**src/rtl/pc_seq_pkg.sv**
```systemverilog
// Shared types and constants for the fetch next-PC sequencer.
// Holds the FSM state enum, pending-redirect types and fixed PC vectors.
package pc_seq_pkg;

    localparam logic [31:0] RESET_PC   = 32'h0000_3000;
    localparam logic [31:0] HANDLER_PC = 32'h0000_4180;

    typedef enum logic {
        RUN,
        PEND
    } state_t;

    typedef enum logic [1:0] {
        PT_JMP,
        PT_BR,
        PT_ERET
    } ptype_t;

    typedef struct packed {
        logic        valid;
        logic [31:0] target;
        logic        flush;
        ptype_t      ptype;
    } redirect_t;

    function automatic logic [31:0] seq_pc(input logic [31:0] pc);
        return pc + 32'd4;
    endfunction

endpackage

```
**src/rtl/pc_redirect_arb.sv**
```systemverilog
// Combinational priority select among exception, eret, pending, jump and branch.
// Produces one redirect descriptor; the sequencer decides what to do with it.
module pc_redirect_arb
    import pc_seq_pkg::*;
(
    input  logic        exc_req,
    input  logic        eret_req,
    input  logic [31:0] epc,
    input  logic        pend_valid,
    input  logic [31:0] pend_target,
    input  ptype_t      pend_type,
    input  logic        jmp_req,
    input  logic [31:0] jmp_target,
    input  logic        br_taken,
    input  logic [31:0] br_target,
    output redirect_t   sel,
    output logic        sel_exc
);

    always_comb begin
        sel       = '0;
        sel.ptype = PT_JMP;
        sel_exc   = 1'b0;
        if (exc_req) begin
            sel_exc    = 1'b1;
            sel.valid  = 1'b1;
            sel.target = HANDLER_PC;
            sel.flush  = 1'b1;
        end else if (eret_req) begin
            sel.valid  = 1'b1;
            sel.target = epc;
            sel.flush  = 1'b1;
            sel.ptype  = PT_ERET;
        end else if (pend_valid) begin
            // Only an eret-type entry kills the fetch; branch/jump have a delay slot.
            sel.valid  = 1'b1;
            sel.target = pend_target;
            sel.flush  = (pend_type == PT_ERET);
            sel.ptype  = pend_type;
        end else if (jmp_req) begin
            sel.valid  = 1'b1;
            sel.target = jmp_target;
            sel.ptype  = PT_JMP;
        end else if (br_taken) begin
            sel.valid  = 1'b1;
            sel.target = br_target;
            sel.ptype  = PT_BR;
        end
    end

endmodule

```
**src/rtl/pc_sequencer.sv**
```systemverilog
// Next-PC controller: picks the fetch redirect, holds redirects across stalls,
// tracks exception-handler mode and flushes wrong-path fetch on exc/eret.
module pc_sequencer
    import pc_seq_pkg::*;
(
    input  logic        Clk,
    input  logic        Rst_n,
    input  logic [31:0] PC,
    input  logic        Stall,
    input  logic        BrTaken,
    input  logic [31:0] BrTarget,
    input  logic        JmpReq,
    input  logic [31:0] JmpTarget,
    input  logic        ExcReq,
    input  logic        EretReq,
    input  logic [31:0] EPC,
    output logic [31:0] NPC,
    output logic        PcWe,
    output logic        FlushF,
    output logic        InExc,
    output logic        Pending
);

    state_t      state, state_n;
    logic [31:0] pend_target, pend_target_n;
    ptype_t      pend_type, pend_type_n;
    logic        in_exc_n;

    redirect_t   sel;
    logic        sel_exc;

    logic [31:0] npc_c;
    logic        pc_we_c;
    logic        flush_c;

    pc_redirect_arb u_arb (
        .exc_req     (ExcReq),
        .eret_req    (EretReq),
        .epc         (EPC),
        .pend_valid  (state == PEND),
        .pend_target (pend_target),
        .pend_type   (pend_type),
        .jmp_req     (JmpReq),
        .jmp_target  (JmpTarget),
        .br_taken    (BrTaken),
        .br_target   (BrTarget),
        .sel         (sel),
        .sel_exc     (sel_exc)
    );

    always_ff @(posedge Clk or negedge Rst_n) begin
        if (!Rst_n) begin
            state       <= RUN;
            pend_target <= '0;
            pend_type   <= PT_JMP;
            InExc       <= 1'b0;
        end else begin
            state       <= state_n;
            pend_target <= pend_target_n;
            pend_type   <= pend_type_n;
            InExc       <= in_exc_n;
        end
    end

    always_comb begin
        npc_c         = seq_pc(PC);
        pc_we_c       = 1'b0;
        flush_c       = 1'b0;
        state_n       = state;
        pend_target_n = pend_target;
        pend_type_n   = pend_type;
        in_exc_n      = InExc;

        if (sel_exc) begin
            npc_c    = sel.target;
            pc_we_c  = 1'b1;
            flush_c  = 1'b1;
            state_n  = RUN;
            in_exc_n = 1'b1;
        end else if (!Stall) begin
            pc_we_c = 1'b1;
            state_n = RUN;
            if (sel.valid) begin
                npc_c   = sel.target;
                flush_c = sel.flush;
                if (sel.ptype == PT_ERET)
                    in_exc_n = 1'b0;
            end
        end else if (sel.valid) begin
            // In PEND the arbiter re-selects the held entry unless an eret
            // outranks it, so new jumps/branches cannot displace it here.
            state_n       = PEND;
            pend_target_n = sel.target;
            pend_type_n   = sel.ptype;
        end
    end

    assign NPC     = Rst_n ? npc_c : RESET_PC;
    assign PcWe    = Rst_n & pc_we_c;
    assign FlushF  = Rst_n & flush_c;
    assign Pending = (state == PEND);

endmodule
```
**config.mk**
```make
export PLATFORM = sky130hd
export DESIGN_NAME = pc_sequencer
export DESIGN_NICKNAME = d
export VERILOG_FILES = /design/src/rtl/pc_seq_pkg.sv /design/src/rtl/pc_redirect_arb.sv /design/src/rtl/pc_sequencer.sv
export SDC_FILE = /design/constraint.sdc
export NUM_CORES = 1
export LEC_CHECK = 0
export ABC_AREA = 1
export CAP_MARGIN = 20
export CORE_UTILIZATION = 45
export CTS_BUF_LIST = sky130_fd_sc_hd__clkbuf_8
export DETAILED_ROUTE_END_ITERATION = 8
export GPL_TIMING_DRIVEN = 0
export PLACE_DENSITY = 0.84
export REMOVE_ABC_BUFFERS = 1
export SLEW_MARGIN = 25
export SYNTH_ARGS = -nofsm -noshare
export SYNTH_HDL_FRONTEND = slang
export SYNTH_SLANG_ARGS = --single-unit
```
**constraint.sdc**
```tcl
create_clock -name Clk -period 2.5 [get_ports Clk]
set_clock_uncertainty 0.15 [all_clocks]
set_input_delay 0.625 -clock Clk [delete_from_list [all_inputs] [get_ports Clk]]
set_output_delay 0.625 -clock Clk [all_outputs]
set_load 0.05 [all_outputs]
```
==> out/summary.txt <==
Clk sinks = 36
Final worst slack = -415 ps
Reg clk slew, reported paths = 90 ps
Total CTS buffers = 5
CP Capture Type = output port
Synth Instances = 721
Unrepaired setup endpoints after global routing = true
Clock Tree Buf Depth = 2
Total gr overflow = 0
Seq cells post-synth = 36
Worst-margin pin slew = 640 ps
Synth top area share = 28.3%
Fmax = 343 MHz
Filler instances = 649
FF-to-FF path depth = 16
CP Data Required Time = 1730 ps
Layout Nets = 1,068
Gp weighted congestion = 0.892
Initial antenna violation count = 4
Via density per instance = 5.61
Syn_area_per_cell = 5.56 um^2
Hold Vio Cnt, Final = 0
Slew Limit Fails = 0
Cell area power density = 339 mW/mm^2
Clock latency at the later pin of the worst-skew pair = 310 ps
Yosys warnings = 0
Crit path DAT = 2140 ps
Crit-path max FO = 17
Initial Utilization = 46.2%
CTS Root Cell = clkbuf_8
Total power = 2310 uW
Critical Path Max Stage Delay = 520 ps
Failing checks = setup timing
Worst flop-to-flop path startpoint = Pending
Crit path top cell by count = nand2_1
Worst r2r dst = pend_target[14]
Layout Area Growth over Synthesis = 70.4%
Max transition margin = 57.3%
Die area = 0.00929 mm^2
WL/cell = 18.0 um
R2r setup slk = -230 ps
Row cnt = 34
CP max stage cell = dfrtp_4
Area leader, netlist = nand2_1
Register area share after synthesis = 22.5%
Post-route DRC = 0
PortBufs = 170
WL final = 18,800 um
First-pass GRT wire length = 26,800 um
Outcome = finished, violations left
CP Launch Type = flip-flop
Delay-heaviest family, CP = simple AND/OR/NAND/NOR gates
Core Region = 0.00868 mm^2
Leak = 0.00316 uW
Max IR drop VDD = 0.245 mV
Setup_tns = -11,550 ps
Final worst-path cycle share = 117%
Crit path cell chain = buf_16 -> nor2_4 -> nand4_4 -> nand2_8 -> inv_8 -> nand2_1 -> nand2_1 -> nor2_2 -> buf_6
HPWL Detailed = 11,100 um
Clock period minus worst slack = 2920 ps
Mapped cell area = 0.00401 mm^2
Antenna-violating nets left = 0
Largest net degree at the start of global routing = 63
Die Y = 96.4 um
Htree depth = 2
Drt pass-1 iters = 5
Unique masters post-synth = 35
Final setup fails = 34
Die outline width = 96.4 um
CTS tree = built
Buf+Inv Stages, Crit Path = 3
GRT Overall Usage = 38.0%
Worst Hold Class = primary input to async pin
CP Class = flip-flop to output port
Ranking of synthesized cells by area = nand2_1 (28%), dfrtp_1 (22%), nor2_1 (9.2%)
Total number of vias = 5,862
Ports = 171
Vias in the first global route = 5,572
Detailed Route Iter0 Violations = 556
Max Cap Viol = 0
Layout cells sized above 1 = 26.5%
==> worst max-delay path by stage <==
stage,from,end,slack (ps),depth (start not counted)
after floorplan,Pending,NPC[0],-1210,6
after global placement,Rst_n,NPC[4],-3820,6
after detailed placement,ExcReq,NPC[10],-2790,8
after CTS,Pending,NPC[29],-260,9
after global routing,Pending,NPC[8],-470,9
final,Pending,NPC[11],-420,9
==> placed cells by master (no fill, tap or decap), types with 2 or more instances in the layout <==
master and count:
a21oi_1 42, a21oi_2 18, a31oi_1 5, buf_12 8, buf_16 2, buf_2 3, buf_4 59, buf_6 32
buf_8 2, clkbuf_2 2, clkbuf_8 5, clkdlybuf4s15_1 3, clkdlybuf4s15_2 5, clkdlybuf4s50_1 99, clkinv_2 3, dfrtp_1 35
diode_2 4, dlygate4sd2_1 19, inv_1 35, inv_2 6, inv_8 3, nand2_1 271, nand2_2 31, nand2_4 6
nand2_8 2, nand3_1 41, nand3_2 11, nor2_1 72, nor2_2 21, nor2_4 13, o211ai_1 7, o21ai_0 23
o21ai_1 17, o21ai_2 2, o21bai_1 2, or2_2 2, xnor2_1 5, xor2_1 4
==> metrics by stage <==
| stage | util, % | hold WS (ps) | area [um^2] | cells | worst slack [ps] |
|---|---|---|---|---|---|
| 2_1_floorplan | - | 179 | 3770 | 685 | -1210 |
| 3_3_place_gp | 64.6 | 311 | 5610 | 963 | -3820 |
| 3_5_place_dp | 65.2 | 328 | 5660 | 966 | -2790 |
| 4_1_cts | 75.1 | 74.0 | 6520 | 1029 | -264 |
| 5_1_grt | 78.7 | 74.5 | 6830 | 1045 | -469 |
| 6_report | 78.7 | 77.3 | 6830 | 1045 | -415 |
==> where the power goes <==
| part | switching (uW) | internal (uW) | total [uW] |
|---|---|---|---|
| combinational | 647 | 509 | 1160 |
| clock | 261 | 195 | 457 |
| sequential | 47.0 | 654 | 701 |
| total | 956 | 1360 | 2310 |
==> final cells by class <==
cell class / count / area (um^2) / area share (%)
antenna: 4 / 10.0 / 0.147
clock buffer: 5 / 68.8 / 1.01
clock inverter: 3 / 18.8 / 0.275
inverter: 46 / 215 / 3.15
multi-input combinational: 604 / 3080 / 45.1
sequential: 36 / 905 / 13.2
tap: 108 / 135 / 1.98
timing repair buffer: 237 / 2370 / 34.7
timing repair inverter: 2 / 22.5 / 0.330
==> state kept, by name, summed over array words and instances (netlist names) <==
signal	count
pend_target	32
pend_type	2
InExc	1
Pending	1
==> synthesized netlist by cell type, drive strengths merged <==
| cell | count |
|---|---|
| dfrtp | 36 |
| xnor2 | 5 |
| nand2 | 309 |
| o21ai | 42 |
| o21bai | 2 |
| clkbuf | 11 |
| o211ai | 7 |
| nor3 | 2 |
| ha | 1 |
| buf | 25 |
| nand3 | 53 |
| nor2 | 107 |
| xor2 | 4 |
| nand4 | 2 |
| o21a | 1 |
| a31oi | 5 |
| or2 | 3 |
| inv | 46 |
| a21oi | 60 |
==> worst register-to-register path: stages (launching register included) <==
cell and delay, ps:
dfrtp_4 520, buf_16 160, buf_4 150, o21a_1 170
nand2_1 70, nand2_2 60, buf_4 130, buf_4 120
buf_4 130, buf_4 120, buf_4 120, buf_4 120
buf_4 130, buf_4 130, buf_4 130, buf_4 130
a31oi_1 110
==> cells by family after synthesis <==
kind of cell             synth area share [%]
XOR/XNOR                                 1.97
adder cells (fa/ha/maj)                 0.312
AO/OA/AOI/OAI                            15.9
AND/OR/NAND/NOR                          49.1
buffers and inverters                    10.3
flip-flops                               22.5
==> metal layers <==
metal	global-route usage, %	vias to the layer above	share of wire, %
met5	0	-	0
met1	44.8	2702	39
met2	66.1	349	48
met4	19.4	0	4.4
met3	6.65	96	8.5
li1	-	2715	-
==> repair_timing <==
item                       CTS  global route
gates cloned                 2             2
setup buffers               53            13
pin swaps                   27            27
hold endpoints to repair    10             0
hold buffers                 1             0
gates resized for setup    392            55
setup endpoints to repair   71            35
(Power assumes the default switching activity.)
==> RTL edit 1: new RTL, config.mk and constraints unchanged <==
Re-encode `ptype_t` (3 values) as one-hot, 3 bits wide.
--- a/src/rtl/pc_seq_pkg.sv
+++ b/src/rtl/pc_seq_pkg.sv
@@ -10,10 +10,10 @@
         PEND
     } state_t;
 
-    typedef enum logic [1:0] {
-        PT_JMP,
-        PT_BR,
-        PT_ERET
+    typedef enum logic [2:0] {
+        PT_JMP  = 3'b001,
+        PT_BR   = 3'b010,
+        PT_ERET = 3'b100
     } ptype_t;
 
     typedef struct packed {
Check against the original RTL: no difference found for any inputs over 4 cycles, from zero or initial values and one cycle with Rst_n low; so few cycles prove little.
==> RTL edit 1 against the unedited design <==
  * The flow still finishes with violations (negative setup slack)
  * Final cell count is 0.77% higher
  * Sequential cell count is 1 higher
  * Design area is 6.0% higher
  * Core utilization is 3.9 points higher
  * Power is 5.6% higher
  * Via count is 3.2% higher
  * Worst setup slack better by 0.12 ns
  * Wire length is 9.8% higher
  * Area after synthesis is 1.8% higher
  * Sequential power is 3.6% higher
  * Sequential share of layout area is 0.38 points lower
  * Critical path type unchanged
  * Highest routed layer unchanged
==> RTL edit 1: results (changes against the unedited design) <==
* Status: finished with violations
* Violations in the final reports: negative setup slack
* Met2 Use GR at 0.661 (about the same)
* Sequential cell area share at 0.129 (-0.00381)
* Tot GR Track Use at 0.400 (+0.0193)
* Crit path arrival time at 2.02 ns (-0.12 ns)
* Fraction of area in multi-input gates at 0.468 (+0.0163)
* Post-Synth Adder-Cell Area at 0.00307 (-0.0000555)
* Average routed wire per standard cell at 19.6 um (+8.9%)
* Seq cells post-synth at 37 (+2.8%)
* DR WL met2 at 9.89 mm (+9.7%)
* Filler Cell Count at 583 (-10%)
* Compound-gate portion of the synthesized area at 0.197 (+0.0383)
* Switching Share at 0.424 (+0.0112)
* Actual slew at the worst max-slew pin at 0.496 ns (-0.144 ns)
* Drt initial violations at 564 (+1.4%)
* Reg2reg path depth at 8 (-8)
* Non-clock buffering overhead at 0.329 (-0.0181)
* Met1 GRT Util at 0.455 (+0.00659)
* Top Registers: pend_target x32, pend_type x3
* Inverters at 54 (+13%)
* Final GP Congestion at 0.860 (-3.5%)
* Post-CTS resize count at 484 (+23%)
* Number of global-route vias before repair at 6141 (+10%)
* Setup ws final at -0.293 ns (+0.123 ns)
* Met3 routed WL at 2.21 mm (+38%)
* Hpwl dp at 10.9 mm (-1.9%)
* Wl on met1 at 7.51 mm (+1.8%)
* Sequential share of power at 0.297 (-0.006)
* Nets at 1080 (+1.1%)
* Share of cells above drive strength 1 at 0.298 (+0.0337)
* Worst Path Max Fanout at 6 (-11)
* Synth top area cells: nand2_1 (28%), dfrtp_1 (22%), nor2_1 (10%), a21oi_1 (7.4%), o21ai_0 (7.2%)
* Initial antenna violation count at 0 (-4)
* Final setup violating endpoints at 33 (-2.9%)
* Leak at 3.23 nW (+2.2%)
* First-pass GRT wire length at 29.8 mm (+11%)
* Antenna cells at 0 (-4)
* Clock buf/inv share at 0.0124 (-0.000375)
* Layout buffer count excluding clock buffers at 220 (-7.2%)
* Commonest cells in the synthesized netlist: nand2_1 (308), nor2_1 (113), a21oi_1 (60)
-- RTL edit 1: changes by cell type in the layout (fill, tap and decap cells not counted), moves of 5 or more --
cell / unedited run / this run
nand2_2: 31 / 37
nand2_4: 6 / 14
clkdlybuf4s15_2: 5 / 15
nand2_1: 271 / 258
nor2_2: 21 / 28
buf_4: 59 / 38
nand3_1: 41 / 33
nand3_2: 11 / 1
o21ai_0: 23 / 42
dlygate4sd2_1: 19 / 9
o211ai_1: 7 / 2
clkinvlp_4: 0 / 5
-- RTL edit 1: path summary, 6_finish.rpt --
path | startpoint | end | slack (ns)
min | Rst_n | pend_type[2] | 0.09
min in group Clk | pend_target[27] | pend_target[27] | 0.35
max in group asynchronous | Rst_n | Pending | 1.58
max | Pending | NPC[21] | -0.29
min reg2reg | pend_target[27] | pend_target[27] | 0.35
max reg2reg | Pending | pend_target[8] | 0.24
-- RTL edit 1: through the flow --
stage	total power, mW	cell area [sq um]	setup TNS, ns	instances	setup slack (ns)
finish	2.44	7240	-7.22	1053	-0.293
floorplan	1.18	3840	-52.55	708	-1.55
detailed placement	1.64	5720	-101.60	988	-2.17
CTS	2.30	6830	-5.37	1042	-0.213
global placement	1.61	5680	-202.46	986	-4.09
global route	2.54	7240	-8.84	1053	-0.349
-- RTL edit 1: kinds of logic (layout without fill, tap and decap cells) --
| logic type | Yosys count | in the layout |
|---|---|---|
| adders and majority gates | 1 | 1 |
| buffers and inverters | 89 | 282 |
| AOI/OAI and AO/OA | 147 | 147 |
| xor gates and xnor gates | 7 | 7 |
| and+or+nand+nor | 468 | 471 |
| DFF | 37 | 37 |
-- RTL edit 1: worst max-delay path, delay by kind of cell (launching register included) --
family	cells	cell delay, ns
simple gates	4	0.40
flops	1	0.52
compound gates	1	0.14
buf+inv	5	0.64
==> RTL edit 2: new RTL, same flow settings <==
Made on the original files. Make the reset (`Rst_n`) synchronous in one clocked block.
--- a/src/rtl/pc_sequencer.sv
+++ b/src/rtl/pc_sequencer.sv
@@ -48,7 +48,7 @@
         .sel_exc     (sel_exc)
     );
 
-    always_ff @(posedge Clk or negedge Rst_n) begin
+    always_ff @(posedge Clk) begin
         if (!Rst_n) begin
             state       <= RUN;
             pend_target <= '0;
Formal check against the unedited RTL: differs if Rst_n is asserted again (counterexample within 4 cycles, from zero or initial values and one cycle with Rst_n low); with Rst_n held inactive, the same outputs for 4 cycles.
==> RTL edit 2 against the unedited design <==
  * The run now fails in global routing
  * Area after synthesis fell by 1.8%
==> RTL edit 2: results (changes against the unedited design) <==
* Post-synthesis mux area share at 0 (unchanged)
* Post-Synth Adder-Cell Area at 0.00318 (+0.0000586)
* Status: aborted with a tool error
* Clock Tree Buf Depth at 2 (unchanged)
* Clock Sink Count at 36 (unchanged)
* Synth top area cells: nand2_1 (26%), dfxtp_1 (18%), nor2_1 (13%), a21oi_1 (13%), o21ai_0 (6.0%)
* Synth unique cells at 29 (-17%)
* YS warnings at 0 (unchanged)
* Synth Flop Type: dfxtp_1
* Fail Step: global routing
* Tool error message: [ERROR DPL-0038] Utilization greater than 100%, impossible to legalize
* Post-synthesis xor/xnor area fraction at 0.0200 (+0.000369)
* Post-synth ARST share at 0 (-1.00)
* GR repair worst EP: NPC[10]
* Clk root buf: clkbuf_8
* # port buffers at 170 (unchanged)
* CTS buffer count at 5 (unchanged)
* Post-synthesis sequential area ratio at 0.183 (-0.0416)
* Hpwl dp at 10.8 mm (-3.4%)
* Largest net degree at the start of global routing at 63
* # hold bufs at CTS at 0 (-1)
* Final GP Congestion at 0.878 (-1.5%)
* Commonest cells in the synthesized netlist: nand2_1 (276), nor2_1 (137), a21oi_1 (99)
* CTS H-Tree Depth at 2 (unchanged)
* Compound-gate portion of the synthesized area at 0.209 (+0.0507)
* Placed inst area at 0.00554 sq mm (-2.2%)
* Worst endpoint type: output port
[RTL edit 2: cells by family after synthesis]
group                      count (synthesis)
adders and majority gates                  1
DFF                                       36
AOI/OAI and AO/OA                        160
and+or+nand+nor                          467
buffers and inverters                     97
xor gates and xnor gates                   9
[RTL edit 2: what timing repair did]
item / 4_1_cts
endpoints found under the setup margin: 70
pin swaps: 132
gates resized for setup: 647
hold endpoints to repair: 0
setup buffers: 137
gates cloned: 11
[RTL edit 2: metrics by stage]
stage	instances	setup WS [ns]	hold WS [ns]	setup TNS, ns
4_1_cts	1158	-0.0557	0.317	-0.930
3_5_place_dp	1002	-2.94	0.305	-149.84
3_3_place_gp	1001	-2.86	0.304	-149.38
2_1_floorplan	726	-1.59	0.295	-58.73
